$ cat config.mk
export PLATFORM = sky130hd
export DESIGN_NAME = i2c_reg_sequencer
export DESIGN_NICKNAME = d
export VERILOG_FILES = /design/src/rtl/i2c_reg_pkg.sv /design/src/rtl/i2c_addr_ptr.sv /design/src/rtl/i2c_reg_sequencer.sv
export SDC_FILE = /design/constraint.sdc
export NUM_CORES = 1
export LEC_CHECK = 0
export CORE_MARGIN = 10
export CORE_UTILIZATION = 25
export DETAILED_ROUTE_END_ITERATION = 12
export RECOVER_POWER = 100
export SYNTH_ARGS = -nofsm -noshare
export SYNTH_HDL_FRONTEND = slang
export SYNTH_SLANG_ARGS = --single-unit
export TNS_END_PERCENT = 10
$ cat constraint.sdc
create_clock -name clk -period 6.2 [get_ports clk]
set_input_delay 1.24 -clock clk [delete_from_list [all_inputs] [get_ports clk]]
set_output_delay 1.24 -clock clk [all_outputs]
set_load 0.05 [all_outputs]
$ cat src/rtl/i2c_reg_pkg.sv
// Shared constants, state encoding and address-window helper for the I2C
// register sequencer and its pointer.
package i2c_reg_pkg;

   // PID gain register map
   localparam logic [7:0]  K_P_ADDR      = 8'h20;
   localparam logic [7:0]  K_I_ADDR      = 8'h21;
   localparam logic [7:0]  K_D_ADDR      = 8'h22;
   localparam int unsigned NUM_GAIN_REGS = 3;
   localparam int unsigned GAIN_W        = 6;

   // Byte returned to the master when there is nothing valid to read
   localparam logic [7:0]  IDLE_BYTE     = 8'hFF;

   typedef enum logic [2:0] {
      StIdle,
      StPtr,
      StWrite,
      StRead,
      StFetch
   } seq_state_t;

   // True when addr lies in [base, base+num); done in 32 bits so the window end cannot wrap
   function automatic logic addr_in_window(input logic [7:0]  addr,
                                           input logic [7:0]  base,
                                           input int unsigned num);
      int unsigned a;
      int unsigned b;
      a = 32'(addr);
      b = 32'(base);
      return (a >= b) && (a < (b + num));
   endfunction

endpackage

$ cat src/rtl/i2c_addr_ptr.sv
// Register pointer: loadable, increments with wrap inside the register window,
// and flags whether it currently addresses an implemented register.
module i2c_addr_ptr
   import i2c_reg_pkg::*;
#(
   parameter logic [7:0]  BASE_ADDR = K_P_ADDR,
   parameter int unsigned NUM_REGS  = NUM_GAIN_REGS
) (
   input  logic       clk,
   input  logic       rst,
   input  logic       load,
   input  logic [7:0] load_value,
   input  logic       incr,
   output logic [7:0] ptr,
   output logic       in_range
);

   localparam logic [7:0] LAST_ADDR = 8'(32'(BASE_ADDR) + NUM_REGS - 32'd1);

   logic [7:0] ptr_q;
   logic [7:0] ptr_d;

   // Next pointer: load wins over increment; increment wraps at the last register
   always_comb begin
      ptr_d = ptr_q;
      if (load) begin
         ptr_d = load_value;
      end else if (incr) begin
         ptr_d = (ptr_q == LAST_ADDR) ? BASE_ADDR : ptr_q + 8'd1;
      end
   end

   // Pointer register
   always_ff @(posedge clk or posedge rst) begin
      if (rst) begin
         ptr_q <= BASE_ADDR;
      end else begin
         ptr_q <= ptr_d;
      end
   end

   assign ptr      = ptr_q;
   assign in_range = addr_in_window(ptr_q, BASE_ADDR, NUM_REGS);

endmodule

$ cat src/rtl/i2c_reg_sequencer.sv
// Byte-level sequencer between the I2C slave byte engine and the PID gain
// register file: first written byte is the register pointer, later bytes are
// register writes; master reads fetch from the pointer. Pointer auto-increments.
module i2c_reg_sequencer
   import i2c_reg_pkg::*;
#(
   parameter logic [7:0]  BASE_ADDR = K_P_ADDR,
   parameter int unsigned NUM_REGS  = NUM_GAIN_REGS,
   parameter int unsigned DATA_W    = GAIN_W
) (
   input  logic              clk,
   input  logic              rst,
   input  logic              start,
   input  logic              rw,
   input  logic              stop,
   input  logic              rx_valid,
   input  logic [7:0]        rx_data,
   output logic              rx_ack,
   output logic              rx_ack_vld,
   input  logic              tx_req,
   output logic [7:0]        tx_data,
   output logic              tx_valid,
   output logic [7:0]        reg_addr,
   output logic [DATA_W-1:0] update_value,
   output logic              read_or_write,
   input  logic [DATA_W-1:0] read_value
);

   seq_state_t state_q;
   seq_state_t state_d;

   logic              rx_ack_q,        rx_ack_d;
   logic              rx_ack_vld_q,    rx_ack_vld_d;
   logic [7:0]        tx_data_q,       tx_data_d;
   logic              tx_valid_q,      tx_valid_d;
   logic [7:0]        reg_addr_q,      reg_addr_d;
   logic [DATA_W-1:0] update_value_q,  update_value_d;
   logic              read_or_write_q, read_or_write_d;

   logic       ptr_load;
   logic       ptr_incr;
   logic [7:0] ptr;
   logic       ptr_in_range;

   i2c_addr_ptr #(
      .BASE_ADDR (BASE_ADDR),
      .NUM_REGS  (NUM_REGS)
   ) u_addr_ptr (
      .clk        (clk),
      .rst        (rst),
      .load       (ptr_load),
      .load_value (rx_data),
      .incr       (ptr_incr),
      .ptr        (ptr),
      .in_range   (ptr_in_range)
   );

   // State register
   always_ff @(posedge clk or posedge rst) begin
      if (rst) begin
         state_q <= StIdle;
      end else begin
         state_q <= state_d;
      end
   end

   // Next state: (repeated) START overrides STOP, which overrides in-state progress
   always_comb begin
      state_d = state_q;
      unique case (state_q)
         StIdle:  state_d = StIdle;
         StPtr:   if (rx_valid) state_d = StWrite;
         StWrite: state_d = StWrite;
         StRead:  if (tx_req) state_d = StFetch;
         StFetch: state_d = StRead;
         default: state_d = StIdle;
      endcase
      if (stop) begin
         state_d = StIdle;
      end
      if (start) begin
         state_d = rw ? StRead : StPtr;
      end
   end

   // Output next values; the byte in the current cycle is always handled by the current state
   always_comb begin
      rx_ack_d        = 1'b0;
      rx_ack_vld_d    = 1'b0;
      read_or_write_d = 1'b0;
      tx_valid_d      = 1'b0;
      tx_data_d       = tx_data_q;
      reg_addr_d      = reg_addr_q;
      update_value_d  = update_value_q;
      ptr_load        = 1'b0;
      ptr_incr        = 1'b0;

      if (rx_valid) begin
         unique case (state_q)
            StPtr: begin
               ptr_load     = 1'b1;
               rx_ack_vld_d = 1'b1;
               rx_ack_d     = addr_in_window(rx_data, BASE_ADDR, NUM_REGS);
            end
            StWrite: begin
               rx_ack_vld_d = 1'b1;
               if (ptr_in_range) begin
                  rx_ack_d        = 1'b1;
                  read_or_write_d = 1'b1;
                  reg_addr_d      = ptr;
                  update_value_d  = rx_data[DATA_W-1:0];
                  ptr_incr        = 1'b1;
               end
            end
            default: ;
         endcase
      end

      if (tx_req) begin
         if (state_q == StRead) begin
            reg_addr_d = ptr;
         end else if (state_q != StFetch) begin
            tx_data_d  = IDLE_BYTE;
            tx_valid_d = 1'b1;
         end
      end

      // read_value now reflects reg_addr set on the previous cycle
      if (state_q == StFetch) begin
         tx_valid_d = 1'b1;
         if (ptr_in_range) begin
            tx_data_d = 8'(read_value);
            ptr_incr  = 1'b1;
         end else begin
            tx_data_d = IDLE_BYTE;
         end
      end
   end

   // Output registers
   always_ff @(posedge clk or posedge rst) begin
      if (rst) begin
         rx_ack_q        <= 1'b0;
         rx_ack_vld_q    <= 1'b0;
         tx_data_q       <= 8'h00;
         tx_valid_q      <= 1'b0;
         reg_addr_q      <= BASE_ADDR;
         update_value_q  <= '0;
         read_or_write_q <= 1'b0;
      end else begin
         rx_ack_q        <= rx_ack_d;
         rx_ack_vld_q    <= rx_ack_vld_d;
         tx_data_q       <= tx_data_d;
         tx_valid_q      <= tx_valid_d;
         reg_addr_q      <= reg_addr_d;
         update_value_q  <= update_value_d;
         read_or_write_q <= read_or_write_d;
      end
   end

   assign rx_ack        = rx_ack_q;
   assign rx_ack_vld    = rx_ack_vld_q;
   assign tx_data       = tx_data_q;
   assign tx_valid      = tx_valid_q;
   assign reg_addr      = reg_addr_q;
   assign update_value  = update_value_q;
   assign read_or_write = read_or_write_q;

endmodule

**After elaboration in Yosys (flattened, before gate mapping)**

Index checks and enable logic that the tools add are counted.

- Register bits after elaboration: 37
- Bits of input ports: 21
- Output and inout bits: 26
- Word-level logic and storage cells: 66

- Add/subtract/negate cells: 1
- Magnitude comparators: 4
- Eq/ne operators: 9
- Multiplexer cells: 34
- Reduce and logical (&&, ||, !) cells: 9

Operators by type and width:

| cell | number |
|---|---|
| $mux W8 | 13 |
| $ge A8 B6 Y1 const B | 2 |
| $lt A8 B6 Y1 const B | 2 |
| $mux W1 | 14 |
| $mux W3 | 4 |
| $pmux W3 S4 | 1 |
| $add A8 B1 Y8 const B | 1 |
| $eq A8 B6 Y1 const B | 1 |
| $ne A4 B4 Y1 const B | 2 |
| $eq A3 B2 Y1 const B | 2 |
| $reduce_and A3 Y1 | 2 |
| $reduce_bool A2 Y1 | 3 |
| $eq A3 B1 Y1 const B | 1 |
| $eq A3 B3 Y1 const B | 1 |
| $ne A3 B3 Y1 const B | 1 |
| $logic_and A1 B1 Y1 | 2 |
| $mux W2 | 1 |
| $ne A2 B1 Y1 const B | 1 |
| $pmux W1 S2 | 1 |
| $reduce_and A2 Y1 | 1 |
| $reduce_or A2 Y1 | 1 |

**Longest topological paths before layout**

Gate-level depths: netlist of the first run.

- Depth after elaboration: 9
- Depth in mapped cells: 6
- Gate-level depth less buffers: 5

**Hierarchy**

A second synthesis of the first run with hierarchy kept.

- Cell total of the unflattened synthesis: 146
- Area, all modules: 1717.9 um^2

By module, submodules not included:

| module | times used | cells an instance | area an instance (um^2) |
|---|---|---|---|
| i2c_reg_sequencer | 1 | 89 | 1188.6 |
| i2c_addr_ptr | 1 | 57 | 529.3 |

**Worst setup path after synthesis of the first run**

No wires, ideal clock.

- Path type: input to register
- Start point: input rx_valid
- End point: register reg_addr_q[6] (netlist: reg_addr[6])
- Setup time: 0.125 ns
- Arrival time: 2.227 ns
- Required time: 6.075 ns
- Path slack: 3.848 ns
- Cell stages on the path: 5
- Buffers on the path: 1
- Path through: nand4bb_1 -> or3_1 -> and2_1 -> buf_6 -> mux2_4

- Word-level cells in the longest chain between the ends: 3

RTL lines:

| element | RTL line | RTL |
|---|---|---|
| start: declaration | i2c_reg_sequencer.sv:16 | `input logic rx_valid,` |
| $mux W8 (*) | i2c_reg_sequencer.sv:98 | `if (rx_valid) begin` |
| $mux W8 | i2c_reg_sequencer.sv:120 | `if (state_q == StRead) begin` |
| $mux W8 (*) | i2c_reg_sequencer.sv:119 | `if (tx_req) begin` |
| net reg_addr_d[6] | i2c_reg_sequencer.sv:36 | `logic [7:0] reg_addr_q, reg_addr_d;` |
| end signal: assignment | i2c_reg_sequencer.sv:155 | `reg_addr_q <= reg_addr_d;` |
| end: declaration | i2c_reg_sequencer.sv:36 |  |

Mark *: on every way through the listed nets, which the timed path passes. The rest lies on a longest branch.
A chain may end at the register's enable or synchronous reset.

==> results.yml, run 1 <==
yosys:
  synth_fp_nets: 147
  synth.most_common_cell: "dfrtp_1"
  async_flop_share_pct: 100
  syn_area_um2: 1530
  synth-warning-count: 0
  avgSynthCellArea_um2: 12.5
  yosysTopAreaCell: "dfrtp_1"
  synthTopCellsByArea: "dfrtp_1, mux2_2, dfstp_2, o22a_1, ha_1"
  synthFlopType: "dfrtp_1"
  synth_common_cells: "dfrtp_1, mux2_2, nor2_1"
  synth.ff_latch_count: 36
  seq_area_frac_synth_pct: 58.9
  synth_edf_count: 0
  syn_inst: 123
  synthDominantCellAreaShare_pct: 55.5
  ys_types: 35
sta:
  worst_pin_slew_ns: 1.84
  whs_ns: 0.482
  slew_viol_final: 37
  fin_crit_sh_pct: 50.2
  setup_viol: 0
  timing.slew.headroom_pct: -22.6
  finalSetupTns_ns: 0
  skew_ns: 0.00692
  fin_crit_ns: 3.11
  grt_setup_unrepaired: "false"
  hold_viol: 0
  clock.fmax_mhz: 322
worst_setup_path:
  arrival_ns: 3.15
  required_ns: 6.24
  criticalPathCategory: "in2async"
  crit_fanout: 36
  cp-start-kind: "primary input"
  worst-r2r-cell-count: 5
  slowest_delay_ns: 1.32
  crit_chain: "dlygate4sd3_1, inv_1, clkbuf_1"
  r2r_end: "reg_addr[7]$_DFF_PP0_"
  cp-end-kind: "async pin"
  timing.rr.start: "u_addr_ptr.ptr[0]$_DFFE_PP0P_"
  crit_path_top_delay_cell: "clkbuf_1"
  rrSetupSlack_ns: 3.60
final_layout:
  fillCellCount: 615
  fin_util_pct: 35.9
  drive_gt1_share_pct: 12.8
  register_area_um2: 903
  n_antenna_cell: 0
  area_delta_synth_final_pct: 39.5
  multi_input_area_um2: 569
  finalNetCount: 195
global_route:
  grt_max_degree: 37
  grt_first_pass_wirelength_um: 6250
  use_met1_pct: 10.2
  grt.busiest_layer: "met2"
  grt_overflow: 0
  met3_usage_pct: 3.81
  antenna_found_initial: 0
  grt_pass1_vias: 1234
  grt_use_total_pct: 7.90
  use_met2_pct: 11.1
pwr:
  peakVddDrop_v: 0.000218
  powerDensity_nw_per_um2: 338
  p_leak_nw: 0.901
floorplanning:
  rows: 28
  coreArea_um2: 5960
  die_area_um2: 9670
  die_y_um: 98.3
  die_w_um: 98.3
  start_util_pct: 25.8
  io_pins: 47
clock_tree:
  cts_resized: 0
  root_buffer: "clkbuf_8"
  cts_tree: "yes"
  cts_max_level: 2
  clockBufferDepth: 2
  cts_hold_buffers: 0
  post_cts_buffers: 0
  clock_sinks: 36
  clk_pin_slew_ns: 0.07
  insertion_delay_ns: 0.28
  cts_inserted_buffers: 5
run_status:
  violations: "max-capacitance violations, max-slew violations"
  outcome: "finished with violations"
flow_run:
  cap_viol_max_count: 1
detailed_routing:
  dr_total_vias: 1103
  drc: 0
  drt-wirelength-per-cell_um: 14.6
  drt-initial-drc-count: 34
  via_per_inst: 4.47
  wirelength_um: 3610
  postRouteAntennaNets: 0
  drt-pass1-iter-count: 4
placed_design:
  place_congestion: 0.727
  dpl.hpwl_um: 2730
  port_buffers: 46
hold_path:
  worstHoldEndpoint: "reg_addr[5]$_DFF_PP1_"
  worstHoldPathType: "reg2reg"
  hp-start: "reg_addr[5]$_DFF_PP1_"
  min_path_cells: 2
worst max path at each step:
stage / depth (start not counted) / startpoint / slack [ns] / to
detailed placement: 5 / rx_valid / 2.93 / reg_addr[7]$_DFF_PP0_
finish: 3 / rst / 3.09 / rx_ack$_DFF_PP0_
floorplan: 5 / rx_valid / 3.85 / reg_addr[6]$_DFF_PP0_
global route: 3 / rst / 2.60 / u_addr_ptr.ptr[2]$_DFFE_PP0P_
CTS: 5 / rx_valid / 3.22 / reg_addr[7]$_DFF_PP0_
global placement: 5 / rx_valid / 2.96 / reg_addr[7]$_DFF_PP0_
per-stage QoR:
stage          instances  total power [mW]  setup WS (ns)  area [um2]
6_report             247             0.723           3.09        2140
3_5_place_dp         239             0.579           2.93        2060
2_1_floorplan        123             0.482           3.85        1530
4_1_cts              247             0.752           3.22        2150
5_1_grt              247             0.764           2.60        2140
3_3_place_gp         239             0.578           2.96        2060
sequential cells by signal (all words and copies together) (netlist names):
signal          flops
reg_addr            8
read_or_write       1
update_value        6
rx_ack              1
state_q             3
u_addr_ptr.ptr      8
rx_ack_vld          1
tx_valid            1
tx_data             7
logic make-up (layout without fill, tap and decap cells):
group / Yosys count / count (layout) / synth area share (%)
DFF: 36 / 36 / 58.9
and+or+nand+nor: 35 / 35 / 12.8
AOI/OAI and AO/OA: 23 / 23 / 11.0
muxes: 14 / 14 / 10.8
buffers and inverters: 11 / 60 / 3.51
adders and majority gates: 3 / 3 / 2.45
xor gates and xnor gates: 1 / 1 / 0.571
cell usage in the layout, fill, tap and decap left out, types with 5 or more instances in the layout:
cell type	instances
clkbuf_8	6
clkdlybuf4s50_1	17
dfrtp_1	34
dlygate4sd3_1	29
inv_1	5
mux2_2	12
nor2_1	8
o22a_1	6
power breakdown:
group	switching, mW	internal, mW	total (mW)
Combinational	0.155	0.0868	0.242
Sequential	0.0298	0.282	0.311
Clock	0.0791	0.0906	0.170
critical path: cells and delay by family:
| kind | cells | cell delay [ns] |
|---|---|---|
| buffers and inverters | 3 | 1.90 |
metal layers:
metal	wire length, um	up-vias
li1	-	538
met1	1730	527
met2	1560	34
met3	288	4
met4	28	0
met5	0	-
area by class of cell:
type | count | area share [%]
sequential | 36 | 42.2
multi-input combinational | 76 | 26.6
timing repair buffer | 47 | 21.7
tap | 75 | 4.39
clock buffer | 8 | 4.21
inverter | 5 | 0.877
No activity file was read; power rests on OpenSTA's default activity.
==> inputs of run 2 (changes only) <==
==> constraint.sdc (replaced) <==
create_clock -name clk -period 2.8 [get_ports clk]
set_input_delay 0.56 -clock clk [delete_from_list [all_inputs] [get_ports clk]]
set_output_delay 0.56 -clock clk [all_outputs]
set_load 0.05 [all_outputs]
==> results.yml, run 2 (synthesis results as in run 1) <==
worst_setup_path:
  worst-r2r-cell-count: 5
  crit_chain: "ha_1, or4b_1, or3_1, and2_0, mux2_1"
  slowest_delay_ns: 0.53
  arrival_ns: 2.46
  criticalPathCategory: "reg2reg"
  rrSetupSlack_ns: 0.49
  required_ns: 2.95
  path_buf_inv: 0
  crit_path_top_delay_cell: "or4b_1"
  critical_path.top_delay_family: "simple AND/OR/NAND/NOR gates"
  cp-start-kind: "flip-flop"
  r2r_end: "reg_addr[6]$_DFF_PP0_"
  cp-end-kind: "flip-flop"
  crit_fanout: 8
  timing.rr.start: "u_addr_ptr.ptr[0]$_DFFE_PP0P_"
pwr:
  p_int_mw: 0.991
  seq_power_share_pct: 43.6
  peakVddDrop_v: 0.000673
  p_sw_mw: 0.584
  clkPwrFrac_pct: 22.2
  powerDensity_nw_per_um2: 736
  p_leak_nw: 0.903
  p_comb_share_pct: 34.2
  swShare_pct: 37.1
final_layout:
  fin_util_pct: 35.9
  drive_gt1_share_pct: 13.2
  finalNetCount: 197
  layout_common_cells: "dfrtp_1, dlygate4sd3_1, clkdlybuf4s50_1"
  n_antenna_cell: 0
  area_delta_synth_final_pct: 39.5
  final_common_cell: "dfrtp_1"
detailed_routing:
  via_per_inst: 4.55
  drt-initial-drc-count: 51
  drt-wirelength-per-cell_um: 15.1
  drc: 0
  postRouteAntennaNets: 0
  dr_total_vias: 1132
  wirelength_um: 3770
  drt-pass1-iter-count: 4
hold_path:
  hp-start: "reg_addr[5]$_DFF_PP1_"
  worstHoldPathType: "reg2reg"
  min_path_cells: 2
  worstHoldEndpoint: "reg_addr[5]$_DFF_PP1_"
clock_tree:
  cts_hold_buffers: 0
  clockBufferDepth: 2
  cts_inserted_buffers: 5
  cts_max_level: 2
  insertion_delay_ns: 0.28
  cts_resized: 0
  root_buffer: "clkbuf_8"
  cts_tree: "yes"
  clock_sinks: 36
  clk_pin_slew_ns: 0.07
  post_cts_buffers: 0
global_route:
  antenna_found_initial: 0
  grt_first_pass_wirelength_um: 6380
  grt_overflow: 0
  grt_pass1_vias: 1261
  grt_use_total_pct: 7.92
  grt_max_degree: 37
floorplanning:
  start_util_pct: 25.8
  coreArea_um2: 5960
  die_y_um: 98.3
  die_area_um2: 9670
  rows: 28
  die_w_um: 98.3
  io_pins: 47
sta:
  grt_setup_unrepaired: "false"
  hold_viol: 0
  fin_crit_ns: 2.31
  whs_ns: 0.460
  finalSetupTns_ns: 0
  timing.slew.headroom_pct: 40.4
  skew_ns: 0.00541
  fin_crit_sh_pct: 82.5
  worst_pin_slew_ns: 0.893
  slew_viol_final: 0
  setup_viol: 0
  clock.fmax_mhz: 433
run_status:
  outcome: "finished clean"
flow_run:
  cap_viol_max_count: 0
placed_design:
  port_buffers: 46
  place_congestion: 0.729
  dpl.hpwl_um: 2810
[run 2: cell types whose count changed in the layout (fill, tap and decap cells not counted), sizes merged]
| cell | change |
|---|---|
| clkbuf | +1 |
| clkinv | +1 |
[run 2: power groups by stage]
stage	registers [mW]	clock network [mW]	logic, mW
finish	0.687	0.349	0.539
global placement	0.701	0	0.580
floorplan	0.905	0	0.163
CTS	0.694	0.364	0.587
global route	0.704	0.388	0.578
detailed placement	0.699	0	0.585
[run 2: final cells by class]
type                            count  area (um2)
Tap cell                           75        93.8
Clock inverter                      1        5.00
Fill cell                         618        3820
Clock buffer                        7        76.3
Multi-Input combinational cell     76         569
Timing Repair Buffer               49         473
Sequential cell                    36         903
Inverter                            5        18.8
[run 2: worst max-delay path by stage]
stage                                        from                     to  cells past startpoint
finish              u_addr_ptr.ptr[0]$_DFFE_PP0P_  reg_addr[6]$_DFF_PP0_                      5
global route        u_addr_ptr.ptr[0]$_DFFE_PP0P_  reg_addr[6]$_DFF_PP0_                      5
detailed placement                       rx_valid  reg_addr[6]$_DFF_PP0_                      5
floorplan           u_addr_ptr.ptr[0]$_DFFE_PP0P_  reg_addr[6]$_DFF_PP0_                      6
CTS                 u_addr_ptr.ptr[0]$_DFFE_PP0P_  reg_addr[6]$_DFF_PP0_                      5
global placement                         rx_valid  reg_addr[7]$_DFF_PP0_                      5
[run 2: through the flow]
stage	total power, mW	instances	instance area [um2]	worst slack (ns)
after floorplan	1.07	123	1530	0.649
after global placement	1.28	241	2080	0.532
after detailed placement	1.28	241	2080	0.496
after CTS	1.64	249	2160	0.565
after global routing	1.67	249	2140	0.344
final	1.57	249	2140	0.489
[run 2: per-layer routing]
| metal | up-vias | wire, um | track usage (%) |
|---|---|---|---|
| met2 | 42 | 1730 | 12.8 |
| met3 | 2 | 359 | 4.23 |
| met1 | 553 | 1670 | 9.22 |
| met4 | 0 | 18 | 1.32 |
| li1 | 535 | - | - |
| met5 | - | 0 | 0 |
[run 2: worst min-delay path, delay by kind of cell (launching register included)]
kind            cells  cell delay (ns)
compound gates      1             0.05
buf+inv             1             0.04
flops               1             0.37
==> inputs of run 3 (changes only) <==
==> constraint.sdc (replaced) <==
create_clock -name clk -period 1.9 [get_ports clk]
set_input_delay 0.38 -clock clk [delete_from_list [all_inputs] [get_ports clk]]
set_output_delay 0.38 -clock clk [all_outputs]
set_load 0.05 [all_outputs]
==> results.yml, run 3 (synthesis results as in run 1) <==
run_status:
  outcome: "finished with violations"
  violations: "negative setup slack"
flow_run:
  cap_viol_max_count: 0
worst_setup_path:
  critical_path.top_delay_family: "simple AND/OR/NAND/NOR gates"
  setup.worst_path.start: "u_addr_ptr.ptr[0]$_DFFE_PP0P_"
  crit_fanout: 6
  timing.rr.start: "u_addr_ptr.ptr[0]$_DFFE_PP0P_"
  crit_path_top_delay_cell: "or4b_4"
  arrival_ns: 2.16
  slowest_delay_ns: 0.48
  worst-r2r-cell-count: 5
  cp-start-kind: "flip-flop"
  cp-end-kind: "flip-flop"
  cp.depth: 5
  rrSetupSlack_ns: -0.09
  required_ns: 2.07
  cp-endpoint: "reg_addr[7]$_DFF_PP0_"
  path_buf_inv: 0
  criticalPathCategory: "reg2reg"
  r2r_end: "reg_addr[7]$_DFF_PP0_"
  crit_chain: "ha_2, or4b_4, or3_4, and2_4, mux2_4"
detailed_routing:
  drt-pass1-iter-count: 4
  drt-initial-drc-count: 39
  drc: 0
  via_per_inst: 4.41
  dr_total_vias: 1169
  postRouteAntennaNets: 0
  drt-wirelength-per-cell_um: 14.8
  wirelength_um: 3930
clock_tree:
  cts_max_level: 2
  cts_tree: "yes"
  clockBufferDepth: 2
  insertion_delay_ns: 0.28
  post_cts_buffers: 0
  cts_inserted_buffers: 5
  clock_sinks: 36
  root_buffer: "clkbuf_8"
  clk_pin_slew_ns: 0.07
placed_design:
  place_congestion: 0.756
  port_buffers: 46
  placed_cell_area_um2: 2160
  dpl.hpwl_um: 2940
sta:
  setup_viol: 17
  whs_ns: 0.472
  hold_viol: 0
  slew_viol_final: 0
  grt_setup_unrepaired: "true"
  worst_pin_slew_ns: 0.889
  fin_crit_ns: 1.99
  fin_ws_ns: -0.0874
  clock.fmax_mhz: 503
  timing.slew.headroom_pct: 40.7
  fin_crit_sh_pct: 105
  skew_ns: 0.00561
floorplanning:
  io_pins: 47
  rows: 28
  die_w_um: 98.3
  die_area_um2: 9670
  coreArea_um2: 5960
  start_util_pct: 25.8
  die_y_um: 98.3
final_layout:
  area_delta_synth_final_pct: 42.5
  drive_gt1_share_pct: 27.4
  layout_common_cells: "dfrtp_1, clkdlybuf4s50_1, clkbuf_1"
  n_antenna_cell: 0
  finalNetCount: 213
  final_common_cell: "dfrtp_1"
  final_area_um2: 2190
hold_path:
  worstHoldPathType: "reg2reg"
pwr:
  p_leak_nw: 0.942
  powerDensity_nw_per_um2: 1110
  peakVddDrop_v: 0.000536
global_route:
  grt_overflow: 0
  antenna_found_initial: 0
  grt_first_pass_wirelength_um: 6490
  grt_max_degree: 37
  grt_pass1_vias: 1247
  grt_use_total_pct: 8.26
==> run 3: changes by cell type in the layout (fill, tap and decap cells not counted), moves of 2 or more <==
cell             previous run  this run
or3_1                       3         1
mux2_1                      2         0
mux2_4                      0         2
clkbuf_1                    4        23
clkdlybuf4s50_1            17        23
o21ai_0                     4         2
or3_4                       0         2
buf_4                       0        15
dlygate4sd3_1              29         2
o21ai_2                     0         2
==> run 3: area by class of cell <==
type	instances	area (um2)
fill	634	3770
sequential	36	903
multi-input combinational	76	612
timing repair buffer	65	465
tap	75	93.8
clock buffer	6	82.6
inverter	5	18.8
clock inverter	2	10.0
==> run 3: metrics by stage <==
stage	TNS, ns	setup slack (ns)	util, %	cells	power [mW]
2_1_floorplan	-0.657	-0.154	-	123	1.58
3_3_place_gp	-1.54	-0.136	36.3	257	1.94
3_5_place_dp	-2.30	-0.179	36.3	257	1.95
4_1_cts	-0.824	-0.112	38.3	265	2.55
5_1_grt	-1.49	-0.121	36.7	265	2.57
6_report	-0.563	-0.0874	36.7	265	2.42
==> run 3: per-layer routing <==
layer | global-route usage, % | vias up | part of all wire (%)
met3 | 3.31 | 5 | 5.7
li1 | - | 570 | -
met5 | 0 | - | 0
met4 | 3.42 | 0 | 0.82
met2 | 13.3 | 35 | 50
met1 | 9.47 | 559 | 43
==> run 3: worst reg2reg max path, cell delays in order, from the launching register on <==
cell	delay [ns]
dfrtp_1	0.39
ha_2	0.18
or4b_4	0.48
or3_4	0.35
and2_4	0.18
mux2_4	0.29
==> run 3: worst min path at each step <==
stage / start / endpoint / slack (ns) / cells past startpoint
2_1_floorplan: start / state_q[2]$_DFFE_PP0P_ / 0.45 / 1
3_3_place_gp: reg_addr[5]$_DFF_PP1_ / reg_addr[5]$_DFF_PP1_ / 0.45 / 2
3_5_place_dp: reg_addr[5]$_DFF_PP1_ / reg_addr[5]$_DFF_PP1_ / 0.45 / 2
4_1_cts: rst / reg_addr[2]$_DFF_PP0_ / 0.44 / 3
5_1_grt: reg_addr[5]$_DFF_PP1_ / reg_addr[5]$_DFF_PP1_ / 0.51 / 2
6_report: reg_addr[5]$_DFF_PP1_ / reg_addr[5]$_DFF_PP1_ / 0.47 / 2
==> run 3: power by group <==
group          internal, mW  total [mW]  switching (mW)
clock network         0.289       0.565           0.275
registers             0.918       0.997          0.0796
logic                 0.298       0.856           0.558
total                  1.51        2.42           0.913
==> run 3: what timing repair did <==
| item | 4_1_cts | 5_1_grt |
|---|---|---|
| resized for setup | 10 | 1 |
| endpoints found under the setup margin | 23 | 22 |
| pin swaps | 5 | 1 |
| hold buffers | 0 | 0 |
